`src/rtl/grn_node_multi.sv`:
```
// Multi-channel Boolean gene-network node: per-channel OR/AND update with run-time divider,
// change pulses and steady-state detection. Define GRN_FLIP_CNT_EN to add per-channel flip counters.
module grn_node_multi #(
   parameter int NUM_CH  = 2,
   parameter int NUM_IN  = 2,
   parameter int DIV_W   = 4,
   parameter int STB_W   = 8,
   parameter int STB_THR = 16
) (
   input  logic                       clk,
   input  logic                       rst_n,
   input  logic                       reset_nos,
   input  logic                       init_state,
   input  logic                       func_and,
   input  logic [NUM_CH-1:0]          start,
   input  logic [NUM_CH*NUM_IN-1:0]   terms,
   input  logic [NUM_CH*DIV_W-1:0]    div_cfg,
   output logic [NUM_CH-1:0]          s,
   output logic [NUM_CH-1:0]          limk,
   output logic [NUM_CH-1:0]          changed,
   output logic [NUM_CH-1:0]          stable,
   output logic                       all_stable
`ifdef GRN_FLIP_CNT_EN
   ,
   output logic [NUM_CH*16-1:0]       flip_cnt
`endif
);

   localparam logic [STB_W-1:0] STB_MAX = {STB_W{1'b1}};
   localparam logic [STB_W-1:0] STB_LIM = STB_W'(STB_THR);

   logic [NUM_CH-1:0] s_q, s_d;
   logic [NUM_CH-1:0] chg_q, chg_d;
   logic [NUM_CH-1:0] f_s;
   logic [DIV_W-1:0]  ph_q [NUM_CH];
   logic [DIV_W-1:0]  ph_d [NUM_CH];
   logic [STB_W-1:0]  sc_q [NUM_CH];
   logic [STB_W-1:0]  sc_d [NUM_CH];

   // Combine each channel's regulator terms according to the selected mode
   always_comb begin
      f_s = {NUM_CH{1'b0}};
      for (int c = 0; c < NUM_CH; c++) begin
         if (func_and) begin
            f_s[c] = &terms[c*NUM_IN +: NUM_IN];
         end else begin
            f_s[c] = |terms[c*NUM_IN +: NUM_IN];
         end
      end
   end

   // Per-channel next state: network re-init beats start; ph==0 means this start updates
   always_comb begin
      s_d   = s_q;
      chg_d = {NUM_CH{1'b0}};
      for (int c = 0; c < NUM_CH; c++) begin
         ph_d[c] = ph_q[c];
         sc_d[c] = sc_q[c];
         if (reset_nos) begin
            s_d[c]  = init_state;
            ph_d[c] = {DIV_W{1'b0}};
            sc_d[c] = {STB_W{1'b0}};
         end else if (start[c]) begin
            if (ph_q[c] == {DIV_W{1'b0}}) begin
               s_d[c]  = f_s[c];
               ph_d[c] = div_cfg[c*DIV_W +: DIV_W];
               if (f_s[c] != s_q[c]) begin
                  chg_d[c] = 1'b1;
                  sc_d[c]  = {STB_W{1'b0}};
               end else if (sc_q[c] != STB_MAX) begin
                  sc_d[c] = sc_q[c] + STB_W'(1);
               end else begin
                  sc_d[c] = sc_q[c];
               end
            end else begin
               ph_d[c] = ph_q[c] - DIV_W'(1);
            end
         end else begin
            ph_d[c] = ph_q[c];
         end
      end
   end

   // State, phase, stability and change-pulse registers
   always_ff @(posedge clk or negedge rst_n) begin
      if (!rst_n) begin
         s_q   <= {NUM_CH{1'b0}};
         chg_q <= {NUM_CH{1'b0}};
         for (int c = 0; c < NUM_CH; c++) begin
            ph_q[c] <= {DIV_W{1'b0}};
            sc_q[c] <= {STB_W{1'b0}};
         end
      end else begin
         s_q   <= s_d;
         chg_q <= chg_d;
         for (int c = 0; c < NUM_CH; c++) begin
            ph_q[c] <= ph_d[c];
            sc_q[c] <= sc_d[c];
         end
      end
   end

   // Stability flags decoded from the run-length registers
   always_comb begin
      stable = {NUM_CH{1'b0}};
      for (int c = 0; c < NUM_CH; c++) begin
         stable[c] = (sc_q[c] >= STB_LIM);
      end
   end

   assign all_stable = &stable;
   assign s          = s_q;
   assign limk       = s_q;
   assign changed    = chg_q;

`ifdef GRN_FLIP_CNT_EN
   logic [15:0] flip_q [NUM_CH];

   // Flip counters survive reset_nos so flips accumulate across network re-inits
   always_ff @(posedge clk or negedge rst_n) begin
      if (!rst_n) begin
         for (int c = 0; c < NUM_CH; c++) begin
            flip_q[c] <= 16'd0;
         end
      end else begin
         for (int c = 0; c < NUM_CH; c++) begin
            if (chg_d[c] && (flip_q[c] != 16'hFFFF)) begin
               flip_q[c] <= flip_q[c] + 16'd1;
            end
         end
      end
   end

   // Flatten counters onto the export port
   always_comb begin
      flip_cnt = {(NUM_CH*16){1'b0}};
      for (int c = 0; c < NUM_CH; c++) begin
         flip_cnt[c*16 +: 16] = flip_q[c];
      end
   end
`endif

endmodule

```
`config.mk`:
```
export PLATFORM = sky130hd
export DESIGN_NAME = grn_node_multi
export DESIGN_NICKNAME = d
export VERILOG_FILES = /design/src/rtl/grn_node_multi.sv
export SDC_FILE = /design/constraint.sdc
export NUM_CORES = 1
export LEC_CHECK = 0
export ABC_AREA = 1
export CAP_MARGIN = 20
export CELL_PAD_IN_SITES_DETAIL_PLACEMENT = 0
export CELL_PAD_IN_SITES_GLOBAL_PLACEMENT = 1
export CORE_ASPECT_RATIO = 1.1
export CORE_MARGIN = 10
export CORE_UTILIZATION = 39
export CTS_CLUSTER_SIZE = 40
export DETAILED_ROUTE_END_ITERATION = 8
export GPL_TIMING_DRIVEN = 0
export PLACE_DENSITY_LB_ADDON = 0.1
export SLEW_MARGIN = 20
export SYNTH_ARGS = -nofsm -noshare
export SYNTH_HDL_FRONTEND = slang
export SYNTH_SLANG_ARGS = --single-unit
```
`constraint.sdc`:
```
create_clock -name clk -period 1.55 [get_ports clk]
set_input_delay 0.465 -clock clk [delete_from_list [all_inputs] [get_ports clk]]
set_output_delay 0.465 -clock clk [all_outputs]
set_load 0.1 [all_outputs]
```
==> run summary <==
The core outline area came out at 0.00472 sq mm. In the routed layout, each cell is associated on average with a via count of 4.83. The final-report hold violation count came out at 0. In this run the worst hold path is classified as input pin to asynchronous set/reset pin.

The cts-stage hold buffer count is 0. The worst flop-to-flop path endpoint is sc_q[11]. The distinct cell type count of the synthesized netlist is 24. Summed over all instances, the cell type with the most area after synthesis is sky130_fd_sc_hd__dfrtp_1. The critical path arrival came out at 1.16 ns. The worst reg-to-reg path cell count came out at 7. Setup repair after global routing could not meet its margin everywhere. The clock-pin slew on the worst setup and hold paths came out at 0.10 ns. In the post-route analysis, the smallest setup slack over all paths is -0.0742 ns. The die outline height came out at 93.9 um. After the last flow step, the layout net total stands at 370. The clock arrives with 0.00184 ns of skew. The final weighted congestion in routability-driven placement came out at 0.803. TritonCTS built the clock tree. The post-synthesis instance area came out at 0.00194 sq mm. The critical path in this run is classified as register to output port.

In this run the cell area measured after placement is 0.00230 sq mm. At the pin with the least slew margin, the transition time is 0.665 ns. The final total negative setup slack is -0.196 ns. The share of cells above drive strength 1 came out at 29.8%.

The reported max-cap violation count came out at 0. The number of core rows is 26. In this run the number of H-tree levels came out at 1. Detailed placement ended at an HPWL of 3410 um. The nature of the critical path endpoint is an output port. For this run the aggregate overflow at the end of global routing stands at 0. The clock latency at the later pin of the worst-skew pair is 0.27 ns. The number of inserted diodes is 0. The flow ran to the end, but the final reports show violations. The largest fanout of any net on the critical path is 2. The maximum clock frequency is 616 MHz. The post-detailed-route wirelength per cell came out at 12.4 um. Averaged over all synthesized cells, the footprint is 6.94 sq um.

The required time at the worst-slack endpoint came out at 1.08 ns. 28 I/O pins were placed. The number of buffers inserted during clock tree synthesis came out at 3.

The area occupied by multi-input gates came out at 0.00122 sq mm. The final max-slew violation count is 0. The maximum clock path buffer count is 2. The effective utilization at floorplan is 41.1%. The largest net degree at the start of global routing is 29. The static power due to leakage came out at 1.40 nW. The number of fillers in the final layout is 444.

The minimum hold slack is 0.209 ns. In the synthesized netlist, the cells that appear most often are sky130_fd_sc_hd__nand2_1, sky130_fd_sc_hd__inv_1, sky130_fd_sc_hd__dfrtp_1. The nature of the critical path startpoint is a register.

The worst ir drop on vdd came out at 477 uV. The cell count after synthesis came out at 279. The flip-flop cell with the highest count after synthesis is sky130_fd_sc_hd__dfrtp_1. The minimum period implied by the final worst setup slack is 1.62 ns. The total vias in the final route is 1,924. The final reports fail on setup timing. The number of search-and-repair iterations in the first detailed-routing pass is 4. The total nets after synthesis came out at 306. The cell area power density came out at 849 mW/mm^2. The ratio of final minimum period to clock period came out at 105%. The total die area is 0.00819 sq mm.

The via count of the first global-routing pass was 1,849. The remaining antenna violation count is 0. The area share of the largest cell type after synthesis is 36.2%. For this design, the sink count on the clock tree is 28. The area of all sequential standard cells is 708 sq um. In this run the clock root is driven by a sky130_fd_sc_hd__clkbuf_8. The number of antenna violations at the first check in global routing is 0. The overall routing resource usage is 12.1%. The first global-routing pass estimated 8470 um of wire.

After routing the design area is 0.00274 sq mm. The synthesized flop and latch total is 28. By area the synthesized netlist is led by sky130_fd_sc_hd__dfrtp_1, sky130_fd_sc_hd__nand2_1, sky130_fd_sc_hd__inv_1. The worst-case register-to-register setup slack is 0.09 ns. The number of input and output port buffers inserted came out at 27. Sequential cells were found to cover 36.2% of the synthesized design area. Setup violations remaining at the end of the flow were counted as 3. The number of flops mapped to enable cells by yosys came out at 0.

The max-slew headroom at the worst pin came out at 55.6%. The signed area change from the synthesized netlist to the final layout came out at 41.3%. For this block, the initial DRC count from the detailed router was 59. After synthesis, the share of flip-flops with an asynchronous set or reset is 100%. The die width came out at 87.2 um.

In this run the critical register-to-register path is launched from sc_q[9]. During synthesis, Yosys emitted a total of 0 warnings. For this run, design rule violations remaining after detail routing come to 0.

Among all cell types in the netlist, the one instantiated most often is sky130_fd_sc_hd__nand2_1. The post-detailed-routing wire length is 4930 um.
[worst max-delay path, stage by stage (launching register included)]
cell	delay, ns
sky130_fd_sc_hd__dfrtp_1	0.42
sky130_fd_sc_hd__nor2_4	0.13
sky130_fd_sc_hd__nand3_4	0.07
sky130_fd_sc_hd__nand2_2	0.07
sky130_fd_sc_hd__inv_2	0.04
sky130_fd_sc_hd__buf_12	0.15
[per-stage QoR]
stage / utilization [%] / cells / power [mW] / setup WS, ns
after floorplan: - / 279 / 1.46 / -0.337
after global placement: 48.9 / 362 / 1.68 / -0.737
after detailed placement: 48.8 / 362 / 1.68 / -0.738
after CTS: 54.3 / 383 / 2.26 / -0.0873
after global routing: 58.0 / 398 / 2.47 / -0.154
final: 58.0 / 398 / 2.32 / -0.0742
[final cells by class]
| cell class | count | share of cell area (%) |
|---|---|---|
| flip-flops and latches | 28 | 25.9 |
| clock buffers | 4 | 2.01 |
| multi-input cells | 204 | 44.8 |
| plain buffers | 3 | 0.686 |
| inverters | 44 | 6.04 |
| well taps | 56 | 2.56 |
| repair buffers | 59 | 18.1 |
[flip-flops by register name (all words and copies together), names as in the netlist]
register  count
changed       2
limk          2
ph_q          8
sc_q         16
[worst max path at each step]
stage | start | end | slack [ns] | depth (start not counted)
2_1_floorplan | sc_q[6] | all_stable | -0.34 | 4
3_3_place_gp | sc_q[13] | all_stable | -0.74 | 5
3_5_place_dp | sc_q[13] | all_stable | -0.74 | 5
4_1_cts | sc_q[12] | all_stable | -0.09 | 5
5_1_grt | sc_q[12] | all_stable | -0.15 | 5
6_report | sc_q[12] | all_stable | -0.07 | 5
[cells by family (layout without fill, tap and decap cells)]
group | after synthesis | after routing | share of synthesized area, %
flip-flops | 28 | 28 | 36.2
buffers and inverters | 47 | 110 | 9.50
adder cells (fa/ha/maj) | 8 | 8 | 5.17
XOR/XNOR | 8 | 8 | 3.62
AND/OR/NAND/NOR | 164 | 164 | 37.2
AO/OA/AOI/OAI | 24 | 24 | 8.33
[repair_timing]
item / CTS / global route
gates resized for setup: 92 / 16
setup buffers: 17 / 15
cloned: 0 / 0
endpoints found under the setup margin: 25 / 23
pin swaps: 15 / 14
[power by group]
part           internal (mW)  switching [mW]
combinational          0.380           0.600
sequential             0.802          0.0756
clock                  0.227           0.239
[layout by cell type, fill, tap and decap left out, types with 5 or more instances in the layout]
| master | count |
|---|---|
| sky130_fd_sc_hd__buf_4 | 38 |
| sky130_fd_sc_hd__clkdlybuf4s50_1 | 11 |
| sky130_fd_sc_hd__dfrtp_1 | 22 |
| sky130_fd_sc_hd__dfrtp_2 | 6 |
| sky130_fd_sc_hd__dlygate4sd2_1 | 5 |
| sky130_fd_sc_hd__ha_1 | 6 |
| sky130_fd_sc_hd__inv_1 | 33 |
| sky130_fd_sc_hd__inv_2 | 11 |
| sky130_fd_sc_hd__nand2_1 | 87 |
| sky130_fd_sc_hd__nand2_2 | 14 |
| sky130_fd_sc_hd__nand3_1 | 17 |
| sky130_fd_sc_hd__nand3_4 | 5 |
| sky130_fd_sc_hd__nand4_1 | 7 |
| sky130_fd_sc_hd__nor2_1 | 13 |
| sky130_fd_sc_hd__nor2_4 | 5 |
| sky130_fd_sc_hd__nor3_1 | 7 |
| sky130_fd_sc_hd__o211ai_1 | 5 |
| sky130_fd_sc_hd__o21ai_0 | 12 |
[per-layer routing]
metal / vias up / share of wire, % / GRT usage, %
li1: 1010 / - / -
met1: 887 / 45 / 14.8
met2: 23 / 51 / 21.8
met3: 4 / 3.1 / 1.91
met4: 0 / 0.89 / 2.39
met5: - / 0 / 0
No activity file was read; power rests on OpenSTA's default activity.
